===== src/rtl/data_cache.sv =====
// Direct-mapped, write-back, write-allocate data cache with one 32-bit word per line.
// Hits are served combinationally in IDLE; misses go through WRITEBACK (if dirty) and FETCH.
module data_cache #(
  parameter int INDEX_BITS = 3
) (
  input  logic        clock,
  input  logic        reset,
  input  logic [3:0]  read,
  input  logic [2:0]  write,
  input  logic [31:0] address,
  input  logic [31:0] writedata,
  output logic [31:0] readdata,
  output logic        busywait,
  output logic [3:0]  mem_read,
  output logic [2:0]  mem_write,
  output logic [31:0] mem_address,
  output logic [31:0] mem_writedata,
  input  logic [31:0] mem_readdata,
  input  logic        mem_busywait
);

  localparam int LINES = 2 ** INDEX_BITS;
  localparam int TAG_W = 30 - INDEX_BITS;

  typedef enum logic [1:0] {IDLE, WRITEBACK, FETCH} state_t;

  state_t state, state_next;

  logic [LINES-1:0] valid;
  logic [LINES-1:0] dirty;
  logic [TAG_W-1:0] tag_arr  [LINES];
  logic [31:0]      data_arr [LINES];

  logic [INDEX_BITS-1:0] idx;
  logic [TAG_W-1:0]      req_tag;
  logic                  req_ld, req_st, access, hit;

  assign idx     = address[INDEX_BITS+1:2];
  assign req_tag = address[31:INDEX_BITS+2];
  assign req_ld  = read[3] & ~write[2];
  assign req_st  = write[2] & ~read[3];
  assign access  = req_ld | req_st;
  assign hit     = valid[idx] && (tag_arr[idx] == req_tag);

  // Select the addressed lane(s) and extend according to funct3.
  function automatic logic [31:0] load_extend(input logic [2:0]  funct3,
                                              input logic [1:0]  lane,
                                              input logic [31:0] word);
    logic signed [7:0]  b;
    logic signed [15:0] h;
    b = word[{lane, 3'b000} +: 8];
    h = word[{lane[1], 4'b0000} +: 16];
    case (funct3)
      3'b000:  load_extend = {{24{b[7]}}, b};
      3'b001:  load_extend = {{16{h[15]}}, h};
      3'b100:  load_extend = {24'd0, b};
      3'b101:  load_extend = {16'd0, h};
      default: load_extend = word;
    endcase
  endfunction

  // Merge right-aligned store data into the addressed lanes of the old word.
  function automatic logic [31:0] store_merge(input logic [1:0]  size,
                                              input logic [1:0]  lane,
                                              input logic [31:0] old_word,
                                              input logic [31:0] wdata);
    logic [31:0] r;
    r = old_word;
    case (size)
      2'b00:   r[{lane, 3'b000} +: 8]     = wdata[7:0];
      2'b01:   r[{lane[1], 4'b0000} +: 16] = wdata[15:0];
      default: r = wdata;
    endcase
    return r;
  endfunction

  // Control state: FSM, valid and dirty bits are the only reset state.
  always_ff @(posedge clock or negedge reset) begin
    if (!reset) begin
      state <= IDLE;
      valid <= '0;
      dirty <= '0;
    end else begin
      state <= state_next;
      if (state == IDLE && req_st && hit) begin
        dirty[idx] <= 1'b1;
      end else if (state == FETCH && !mem_busywait) begin
        valid[idx] <= 1'b1;
        dirty[idx] <= 1'b0;
      end
    end
  end

  // Tag and data arrays carry no reset; valid bits qualify them.
  always_ff @(posedge clock) begin
    if (state == IDLE && req_st && hit) begin
      data_arr[idx] <= store_merge(write[1:0], address[1:0], data_arr[idx], writedata);
    end else if (state == FETCH && !mem_busywait) begin
      data_arr[idx] <= mem_readdata;
      tag_arr[idx]  <= req_tag;
    end
  end

  always_comb begin
    state_next    = state;
    mem_read      = 4'b0000;
    mem_write     = 3'b000;
    mem_address   = 32'd0;
    mem_writedata = 32'd0;
    case (state)
      IDLE: begin
        if (access && !hit)
          state_next = (valid[idx] && dirty[idx]) ? WRITEBACK : FETCH;
      end
      WRITEBACK: begin
        mem_write     = 3'b110;
        mem_address   = {tag_arr[idx], idx, 2'b00};
        mem_writedata = data_arr[idx];
        if (!mem_busywait) state_next = FETCH;
      end
      FETCH: begin
        mem_read    = 4'b1010;
        mem_address = {address[31:2], 2'b00};
        if (!mem_busywait) state_next = IDLE;
      end
      default: state_next = IDLE;
    endcase
  end

  // Gate with reset so the CPU sees an idle cache the moment reset asserts.
  assign busywait = reset && access && ((state != IDLE) || !hit);
  assign readdata = (reset && state == IDLE && req_ld && hit)
                    ? load_extend(read[2:0], address[1:0], data_arr[idx]) : 32'd0;

endmodule


===== config.mk =====
export PLATFORM = sky130hd
export DESIGN_NAME = data_cache
export DESIGN_NICKNAME = d
export VERILOG_FILES = /design/src/rtl/data_cache.sv
export SDC_FILE = /design/constraint.sdc
export NUM_CORES = 1
export LEC_CHECK = 0
export ABC_CLOCK_PERIOD_IN_PS = 4750
export BUFFER_PORTS_ARGS = -buffer_cell sky130_fd_sc_hd__buf_4
export CORE_UTILIZATION = 54
export DETAILED_ROUTE_END_ITERATION = 10
export PLACE_DENSITY = 0.73
export RECOVER_POWER = 100
export SLEW_MARGIN = 0
export SYNTH_ARGS = -nofsm -noshare
export SYNTH_HDL_FRONTEND = slang
export SYNTH_SLANG_ARGS = --single-unit

===== constraint.sdc =====
create_clock -name clock -period 4.75 [get_ports clock]
set_input_delay 1.1875 -clock clock [delete_from_list [all_inputs] [get_ports clock]]
set_output_delay 1.1875 -clock clock [all_outputs]
set_load 0.1 [all_outputs]

==> flow_summary.toml <==
[run_status]
outcome = "finished, violations left"
violations = "setup timing"

[cells_and_area]
final_common_cell = "edfxtp_1"
layout_common_cells = "472 x edfxtp_1, 357 x buf_4, 77 x nand2_1"
fillers = 2331
nets = 1981
syn2layout_area_growth_pct = 34.3
layout-drive-gt1-share_pct = 38.9
antenna_cells = 0
post-route-util_pct = 74.2
final_cell_count_no_fill = 2424

[power]
p_per_area_mw_per_mm2 = 402
ir_drop_mv = 0.421
p_leak_nw = 10.5
total_power_w = 0.0116

[clock_network]
clk_latency_ns = 0.60
cts_buffers = 49
cts.htree.levels = 2
cts_sinks = 490
cts_max_path_buffers = 3
cts_tree = "built"
clkTransAtPathRegs_ns = 0.06
cts_root_buf = "clkbuf_16"

[setup_path]
crit_path_start_kind = "input pin"
cp_cell_sequence = "clkbuf_16 > buf_4 > mux4_2 > mux2i_2 > xnor2_1 > or4_4 > nor3_4 > buf_12 > o2111ai_4 > buf_12 > buf_12 > a21oi_4 > buf_12"
arrival_ns = 4.05
ff2ff_setup_slack_ns = 0.92
endpoint_kind = "output port"
crit_slowest_cell = "or4_4"
cpMostUsedCell = "buf_12"
rr_worst_depth = 13
timing.rr.start = "tag_arr[3][4]"
path_class = "in -> out"
regToRegEndpoint = "data_arr[4][9]"
required_ns = 3.56
slowest_delay_ns = 0.60
critPathMaxFanout = 7

[die]
ios = 210
core_mm2 = 0.0390
die_area_mm2 = 0.0407
start_util_pct = 55.3
die_h_um = 202
die_w_um = 202
rows = 72

[grt]
grt_pass1_vias = 15655
overflow = 0
grt_usage_pct = 33.0
grt_max_degree = 33
grt_pass1_wl_um = 98200
antenna_found_initial = 2

[drt]
first_pass_iters = 10
wirelength_um = 66600
drtAntennaViolNets = 0
wl_per_cell_um = 27.5
routed_via_density = 6.39
vias = 15484
drt_iter0_drc = 1612
drc = 0

[sta]
slew_viol_final = 0
tns_ns = -13.24
rsz0062_at_grt = "yes"
period_share_pct = 110
setup_violations = 33
hold_violations = 0
slew-limit-headroom_pct = 22.6
fin_worst_skew_ns = 0.0243
period_minus_slack_ns = 5.24
worstMarginPinSlew_ns = 1.17
fmax_mhz = 191
worst_slack_ns = -0.492

[synthesis]
synth_top_family_by_area = "multiplexers"
synthFlopType = "edfxtp_1"
muxShareOfSynthArea_pct = 11.9
avgSynthCellArea_um2 = 15.2
async_flop_share_pct = 3.67
synth_area_mm2 = 0.0216
seq_area_frac_synth_pct = 67.8
synth_edf_count = 472
ys_seq_elements = 490
synth_xor_area_share_pct = 0.650
synth_fa_ha_area_share_pct = 0.580
synth_compound_area_share_pct = 10.4
synth.distinct_cells = 68
synth-simple-area-share_pct = 5.80
netlist_instances = 1420
yosys_warnings = 0

[job]
max_cap_violations = 0

[placed_design]
numPortBuffers = 204
dp_hpwl_um = 43600
gp_congestion = 0.926
dp.cells = 2311

[min_path]
hold_path.class = "in -> async"
==> sequential cells by signal, indices dropped and copies added (netlist names), named ones only <==
register	flops
valid	8
data_arr	256
state	2
tag_arr	216
==> report_power, final <==
group          switching, W  internal [W]  total, W
combinational       0.00175      0.000832   0.00258
sequential        0.0000583       0.00506   0.00512
clock               0.00164       0.00229   0.00393
total               0.00345       0.00818    0.0116
==> worst max-delay path by stage <==
| stage | from | end | slack [ns] | cells past startpoint |
|---|---|---|---|---|
| after floorplan | address[2] | readdata[3] | -0.65 | 9 |
| after global placement | address[2] | readdata[20] | -0.60 | 13 |
| after detailed placement | address[2] | readdata[2] | -0.69 | 15 |
| after CTS | address[2] | readdata[20] | -0.38 | 14 |
| after global routing | address[2] | readdata[23] | -0.57 | 14 |
| final | address[2] | readdata[23] | -0.49 | 13 |
==> cell usage after synthesis (5+ instances only) <==
master    number  share of area [%]
nor4_1         5               0.15
dfrtp_1       18                2.1
a221oi_1      52                2.1
o22ai_1       12               0.35
nand2_1       77                1.3
mux4_2        45                4.7
a31oi_1        5               0.15
a21boi_0       6               0.21
clkbuf_1      41               0.71
nand4_1        6               0.17
mux2_2        44                2.3
buf_1          8               0.14
a22oi_1       40                1.4
nor2b_1       16               0.46
a221o_1        7               0.32
nor3_1        10               0.23
mux2_1        23                1.2
ha_1          10               0.58
xnor2_1       12               0.49
and2_1        31               0.90
nor2_1        85                1.5
nand2b_1       5               0.15
inv_1         40               0.70
a32oi_1        5               0.20
a222oi_1      14               0.65
a21oi_1       45                1.0
o21ai_0       74                1.7
mux2i_1       80                3.7
a22o_1         8               0.32
o31ai_1        8               0.28
edfxtp_1     472                 66
buf_4         16               0.56
a21o_1        10               0.35
buf_2         22               0.51
a211oi_1      12               0.42
==> per-layer routing <==
| metal | wire length (um) | track usage [%] | up-vias | part of all wire [%] |
|---|---|---|---|---|
| met5 | 13 | 0 | - | 0.020 |
| met1 | 25300 | 45.0 | 7806 | 38 |
| met3 | 7430 | 7.21 | 164 | 11 |
| met2 | 31800 | 52.9 | 984 | 48 |
| met4 | 1980 | 10.9 | 2 | 3.0 |
| li1 | - | - | 6528 | - |
==> logic make-up (layout without fill, tap and decap cells) <==
family | Yosys count | count (layout)
and+or+nand+nor | 260 | 260
DFF | 490 | 490
AOI/OAI and AO/OA | 320 | 320
adders and majority gates | 10 | 10
buffers and inverters | 131 | 613
xor gates and xnor gates | 16 | 16
muxes | 192 | 192
other | 1 | 5
==> per-stage QoR <==
step                setup slack [ns]  hold WS [ns]  area, um^2
floorplan                     -0.648         0.423       22300
global placement              -0.605         0.435       26400
detailed placement            -0.689         0.443       26400
CTS                           -0.376         0.453       29000
global route                  -0.572         0.479       29000
finish                        -0.492         0.458       29000
==> timing repair <==
action                                 4_1_cts  5_1_grt
setup endpoints to repair                   46       37
cloned                                       6        0
endpoints found under the hold margin        0        0
gates resized for setup                    166       13
setup buffers                               10        9
pin swaps                                   18        9
hold buffers                                 0        0
==> worst max-delay path, delay by kind of cell <==
family / cells / cell delay, ns
muxes: 2 / 0.74
AOI/OAI and AO/OA: 2 / 0.30
and+or+nand+nor: 2 / 0.78
buffers and inverters: 6 / 0.92
xor gates and xnor gates: 1 / 0.11
==> final cells by class <==
class / instances / area [um^2] / area share (%)
clock buffer: 60 / 1310 / 4.52
clock inverter: 32 / 310 / 1.07
inverter: 41 / 163 / 0.562
multi-input combinational: 803 / 7310 / 25.2
sequential: 490 / 14600 / 50.5
tap: 518 / 648 / 2.24
timing repair buffer: 480 / 4600 / 15.9
(Power assumes the default switching activity.)
